[src/rtl/vwiden_seq_if.sv]
// Handshake bundle for the vector widening sequencer: source beat in, widened result beat out.
// slave is the sequencer's view, master is the surrounding issue/writeback view.
interface vwiden_seq_if #(
    parameter int unsigned DATA_WIDTH = 64,
    parameter int unsigned SEW_WIDTH  = 2,
    parameter int unsigned BE_WIDTH   = DATA_WIDTH / 8
);
    logic                  in_valid;
    logic                  in_ready;
    logic [DATA_WIDTH-1:0] in_data;
    logic [SEW_WIDTH-1:0]  in_sew;
    logic [BE_WIDTH-1:0]   in_be;
    logic                  in_signed;
    logic                  in_last;
    logic                  out_valid;
    logic                  out_ready;
    logic [DATA_WIDTH-1:0] out_data;
    logic [BE_WIDTH-1:0]   out_be;
    logic [SEW_WIDTH-1:0]  out_sew;
    logic                  out_turn;
    logic                  out_last;
    logic                  err_sew;

    modport slave (
        input  in_valid, in_data, in_sew, in_be, in_signed, in_last, out_ready,
        output in_ready, out_valid, out_data, out_be, out_sew, out_turn, out_last, err_sew
    );

    modport master (
        output in_valid, in_data, in_sew, in_be, in_signed, in_last, out_ready,
        input  in_ready, out_valid, out_data, out_be, out_sew, out_turn, out_last, err_sew
    );
endinterface

[src/rtl/vwiden_seq.sv]
// Widening sequencer: holds one source beat and emits its low then high half widened to 2*SEW.
// Optional VWIDEN_SEQ_SKIP_EMPTY_EN skips the high turn when its byte enables are all zero.
module vwiden_seq #(
    parameter int unsigned DATA_WIDTH = 64,
    parameter int unsigned SEW_WIDTH  = 2,
    parameter int unsigned BE_WIDTH   = DATA_WIDTH / 8
) (
    input logic         clk,
    input logic         rst,
    vwiden_seq_if.slave bus
);
    localparam int unsigned HalfW  = DATA_WIDTH / 2;
    localparam int unsigned HalfBe = BE_WIDTH / 2;

    typedef enum logic [1:0] {StIdle, StT0, StT1} state_e;

    state_e                state_q, state_d;
    logic [DATA_WIDTH-1:0] data_q;
    logic [SEW_WIDTH-1:0]  sew_q;
    logic [BE_WIDTH-1:0]   be_q;
    logic                  signed_q;
    logic                  last_q;
    logic                  err_q;

    logic                  in_ready;
    logic                  accept;
    logic                  legal;
    logic                  skip_t1;
    logic                  turn;
    logic [HalfW-1:0]      half;
    logic [HalfBe-1:0]     half_be;
    logic [DATA_WIDTH-1:0] wide;
    logic [BE_WIDTH-1:0]   wide_be;

`ifdef VWIDEN_SEQ_SKIP_EMPTY_EN
    assign skip_t1 = ~|be_q[BE_WIDTH-1:HalfBe];
`else
    assign skip_t1 = 1'b0;
`endif

    // A new beat may enter whenever the last turn of the current one is being consumed.
    assign in_ready = (state_q == StIdle) ||
                      (bus.out_ready && ((state_q == StT1) || ((state_q == StT0) && skip_t1)));
    assign accept   = bus.in_valid && in_ready;
    assign legal    = (bus.in_sew != SEW_WIDTH'(3));

    always_comb begin
        state_d = state_q;
        unique case (state_q)
            StIdle: begin
                if (accept && legal) state_d = StT0;
            end
            StT0: begin
                if (bus.out_ready) begin
                    if (!skip_t1)            state_d = StT1;
                    else if (accept && legal) state_d = StT0;
                    else                     state_d = StIdle;
                end
            end
            StT1: begin
                if (bus.out_ready) state_d = (accept && legal) ? StT0 : StIdle;
            end
            default: state_d = StIdle;
        endcase
    end

    always_ff @(posedge clk) begin
        if (rst) begin
            state_q  <= StIdle;
            data_q   <= '0;
            sew_q    <= '0;
            be_q     <= '0;
            signed_q <= 1'b0;
            last_q   <= 1'b0;
            err_q    <= 1'b0;
        end else begin
            state_q <= state_d;
            err_q   <= accept && !legal;
            if (accept) begin
                data_q   <= bus.in_data;
                sew_q    <= bus.in_sew;
                be_q     <= bus.in_be;
                signed_q <= bus.in_signed;
                last_q   <= bus.in_last;
            end
        end
    end

    assign turn    = (state_q == StT1);
    assign half    = turn ? data_q[DATA_WIDTH-1:HalfW] : data_q[HalfW-1:0];
    assign half_be = turn ? be_q[BE_WIDTH-1:HalfBe] : be_q[HalfBe-1:0];

    always_comb begin
        wide = '0;
        case (sew_q)
            SEW_WIDTH'(0): begin
                for (int e = 0; e < DATA_WIDTH / 16; e++) begin
                    wide[e*16 +: 16] = {{8{signed_q & half[e*8+7]}}, half[e*8 +: 8]};
                end
            end
            SEW_WIDTH'(1): begin
                for (int e = 0; e < DATA_WIDTH / 32; e++) begin
                    wide[e*32 +: 32] = {{16{signed_q & half[e*16+15]}}, half[e*16 +: 16]};
                end
            end
            SEW_WIDTH'(2): begin
                for (int e = 0; e < DATA_WIDTH / 64; e++) begin
                    wide[e*64 +: 64] = {{32{signed_q & half[e*32+31]}}, half[e*32 +: 32]};
                end
            end
            default: wide = '0;
        endcase
    end

    always_comb begin
        wide_be = '0;
        for (int k = 0; k < int'(HalfBe); k++) begin
            wide_be[2*k +: 2] = {2{half_be[k]}};
        end
    end

    assign bus.in_ready  = in_ready;
    assign bus.out_valid = (state_q != StIdle);
    assign bus.out_data  = wide;
    assign bus.out_be    = wide_be;
    assign bus.out_sew   = sew_q + SEW_WIDTH'(1);
    assign bus.out_turn  = turn;
    assign bus.out_last  = last_q && (turn || ((state_q == StT0) && skip_t1));
    assign bus.err_sew   = err_q;
endmodule

[src/flat_wrapper.sv]
// flat-port wrapper written by rule: the top's interface ports become plain ports
module vwiden_seq_flat 
#(
    parameter int unsigned DATA_WIDTH = 64,
    parameter int unsigned SEW_WIDTH  = 2,
    parameter int unsigned BE_WIDTH   = DATA_WIDTH / 8
)
  (clk, rst, bus_in_valid, bus_in_data, bus_in_sew, bus_in_be, bus_in_signed, bus_in_last, bus_out_ready, bus_in_ready, bus_out_valid, bus_out_data, bus_out_be, bus_out_sew, bus_out_turn, bus_out_last, bus_err_sew);
  vwiden_seq_if #(.DATA_WIDTH(DATA_WIDTH), .SEW_WIDTH(SEW_WIDTH), .BE_WIDTH(BE_WIDTH)) bus_i ();
  input logic clk;
  input logic rst;
  input wire logic [$bits(bus_i.in_valid)-1:0] bus_in_valid;
  input wire logic [$bits(bus_i.in_data)-1:0] bus_in_data;
  input wire logic [$bits(bus_i.in_sew)-1:0] bus_in_sew;
  input wire logic [$bits(bus_i.in_be)-1:0] bus_in_be;
  input wire logic [$bits(bus_i.in_signed)-1:0] bus_in_signed;
  input wire logic [$bits(bus_i.in_last)-1:0] bus_in_last;
  input wire logic [$bits(bus_i.out_ready)-1:0] bus_out_ready;
  output wire logic [$bits(bus_i.in_ready)-1:0] bus_in_ready;
  output wire logic [$bits(bus_i.out_valid)-1:0] bus_out_valid;
  output wire logic [$bits(bus_i.out_data)-1:0] bus_out_data;
  output wire logic [$bits(bus_i.out_be)-1:0] bus_out_be;
  output wire logic [$bits(bus_i.out_sew)-1:0] bus_out_sew;
  output wire logic [$bits(bus_i.out_turn)-1:0] bus_out_turn;
  output wire logic [$bits(bus_i.out_last)-1:0] bus_out_last;
  output wire logic [$bits(bus_i.err_sew)-1:0] bus_err_sew;
  assign bus_i.in_valid = bus_in_valid;
  assign bus_i.in_data = bus_in_data;
  assign bus_i.in_sew = bus_in_sew;
  assign bus_i.in_be = bus_in_be;
  assign bus_i.in_signed = bus_in_signed;
  assign bus_i.in_last = bus_in_last;
  assign bus_i.out_ready = bus_out_ready;
  assign bus_in_ready = bus_i.in_ready;
  assign bus_out_valid = bus_i.out_valid;
  assign bus_out_data = bus_i.out_data;
  assign bus_out_be = bus_i.out_be;
  assign bus_out_sew = bus_i.out_sew;
  assign bus_out_turn = bus_i.out_turn;
  assign bus_out_last = bus_i.out_last;
  assign bus_err_sew = bus_i.err_sew;
  vwiden_seq #(.DATA_WIDTH(DATA_WIDTH), .SEW_WIDTH(SEW_WIDTH), .BE_WIDTH(BE_WIDTH)) u_core (.clk(clk), .rst(rst), .bus(bus_i));
endmodule
[config.mk]
export PLATFORM = sky130hd
export DESIGN_NAME = vwiden_seq_flat
export DESIGN_NICKNAME = d
export VERILOG_FILES = /design/src/rtl/vwiden_seq_if.sv /design/src/rtl/vwiden_seq.sv /design/src/flat_wrapper.sv
export SDC_FILE = /design/constraint.sdc
export NUM_CORES = 1
export LEC_CHECK = 0
export CORE_UTILIZATION = 48
export CTS_CLUSTER_SIZE = 24
export DETAILED_ROUTE_END_ITERATION = 10
export PLACE_DENSITY = 0.87
export SETUP_SLACK_MARGIN = 0.02
export SYNTH_ARGS = -nofsm -noshare
export SYNTH_HDL_FRONTEND = slang
export SYNTH_SLANG_ARGS = --single-unit
[constraint.sdc]
create_clock -name clk -period 5.47 [get_ports clk]
set_clock_uncertainty 0.05 [all_clocks]
set_input_delay 0.547 -clock clk [delete_from_list [all_inputs] [get_ports clk]]
set_output_delay 0.547 -clock clk [all_outputs]
set_load 0.01 [all_outputs]
==> results.tsv <==
metric	value	unit
CP Launch Type	flop	
H-tree Lvls	3	
1st-iter DRT viols	208	
Clock Tree Root	clkbuf_8	
Final Setup Violations	0	
top-area cell type share of the netlist area	0.389	
die width	94.1	um
CP max FO	13	
CTS Buf Count	9	
via count	4124	
top cells by count, synth	200 x nand2_1, 118 x a21oi_1, 79 x dfxtp_1	
warnings from Yosys	0	
clock buffer depth	2	
Max Cap Violations	0	
synth unique cells	34	
hpwl dp	7830	um
worst path arrival time	3.06	ns
RSZ-0062 raised after global routing	false	
# nets final	765	
Reg clk slew, reported paths	0.07	ns
most frequent cell after synthesis	nand2_1	
FMAX	273	MHz
I/O Pins	159	
starting density of the core	0.495	
total placed cells including tap cells	775	
Max VDD drop	0.000154	V
post-CTS sizing	0	
Storage cell area	1580	um2
# rows	33	
worst reg2reg path depth	5	
Critical Path RT	4.87	ns
FILL cells	658	
register area share after synthesis	0.389	
Synth area leader	dfxtp_1	
die height	94.1	um
Slew @ Worst Pin	0.791	ns
worst rel slew slack	0.473	
all-layer global routing usage	0.251	
# port buffers	158	
ys async rst share	0	
CP Capture Type	output pin	
global route overflow	0	
Avg Cell Area, Syn	7.24	um2
Routed WL	11000	um
vias per cell	5.22	
post-route ant nets	0	
average wire per standard cell	13.9	um
# diodes	0	
Pleak	2.24	nW
Synth Instances	562	
CTS tree	built	
Post-DP Area	5500	um2
setup_tns	0	ns
number of synthesized flops with an enable pin	0	
register bit total from synthesis	79	
total power	1.37	mW
status	completed	
Cell Pwr Density	241	nW/um2
share of layout cells above drive strength 1	0.0876	
die area	8850	um2
Worst-Skew Late Latency	0.34	ns
vias in the first global route	3749	
CTS Hold Bufs	0	
Hold Path Depth	2	
routability congestion estimate	0.879	
final hold vios	0	
Area Overhead vs Synth	39.6	%
Hold Path Class	reg -> reg	
Area contributors post-synth	dfxtp_1 39%, nand2_1 18%, a21oi_1 15%	
DRC viols	0	
Setup Buffers After CTS	0	
syn_nets	646	
Initial DRT Pass Iterations	5	
first-pass GRT wire length	17500	um
core area	8220	um2
Tcrit/Tclk final	0.669	
design area	5680	um2
Post-Syn Area	4070	um2
largest net degree at the start of global routing	80	
fin crit period	3.66	ns
Synth Flop Type	dfxtp_1	
initial antenna violation count	0	
kind of critical path	reg -> out	
footprint of the multi-input gates	2120	um2
Slew Limit Fails	0	
CTS Sinks	79	
final cell count without fillers	790	
fin util	0.691	
worst max-delay path: stages (launching register included):
cell	delay, ns
dfxtp_1	0.39
inv_1	0.10
ha_1	0.36
or2_2	0.38
o21bai_1	0.63
nor2_1	0.30
clkdlybuf4s50_1	0.57
cell families (layout without fill, tap and decap cells):
| kind of cell | count (synthesis) | after routing | synth area share |
|---|---|---|---|
| AND/OR/NAND/NOR | 252 | 252 | 0.262 |
| buffers and inverters | 67 | 190 | 0.0907 |
| AO/OA/AOI/OAI | 134 | 134 | 0.179 |
| adder cells (fa/ha/maj) | 4 | 4 | 0.0123 |
| multiplexers | 26 | 26 | 0.0676 |
| flip-flops | 79 | 79 | 0.389 |
routing by layer:
layer	vias to the layer above	global-route usage	share of wire
met5	-	0	0
met4	0	0.0756	0.019
met3	19	0.0639	0.085
met2	182	0.423	0.48
met1	1857	0.312	0.42
li1	2066	-	-
cell type report:
class                      count  area share
multi-input combinational    416       0.374
timing repair buffer         162       0.283
sequential                    79       0.278
tap                          105      0.0231
clock buffer                   9      0.0218
clock inverter                 6      0.0110
inverter                      13     0.00903
flip-flops by register name, summed over array words and instances, names as in the netlist:
register / flops
u_core.signed_q: 1
u_core.be_q: 8
u_core.bus.err_sew: 1
u_core.data_q: 64
u_core.state_q: 2
u_core.sew_q: 2
u_core.last_q: 1
worst paths after layout:
path                     start           endpoint  slack (ns)
max reg2reg  u_core.state_q[1]  u_core.data_q[21]        3.49
min reg2reg   u_core.data_q[1]   u_core.data_q[1]        0.41
max            u_core.sew_q[0]   bus_out_data[57]        1.81
min           u_core.data_q[1]   u_core.data_q[1]        0.41
cell usage in the layout, fill, tap and decap left out, drive strengths merged, types with 5 or more instances in the layout:
cell type      count
mux2               9
o221ai             8
o22ai              6
buf                5
clkdlybuf4s50    157
nor2              11
inv               13
mux2i             17
nand2b             5
clkbuf             9
nand2            200
or2               24
a21oi            118
dfxtp             79
power by group:
part	total (mW)	switching [mW]	leakage (nW)	internal [mW]
registers	0.634	0.0215	0.649	0.613
clock network	0.412	0.206	0.0871	0.207
logic	0.320	0.156	1.50	0.165
total	1.37	0.383	2.24	0.984
through the flow:
stage	setup WS, ns	hold slack (ns)
floorplan	3.01	0.382
global placement	2.30	0.390
detailed placement	2.18	0.396
CTS	1.80	0.407
global route	1.66	0.423
finish	1.81	0.406
No activity file was read; power rests on OpenSTA's default activity.
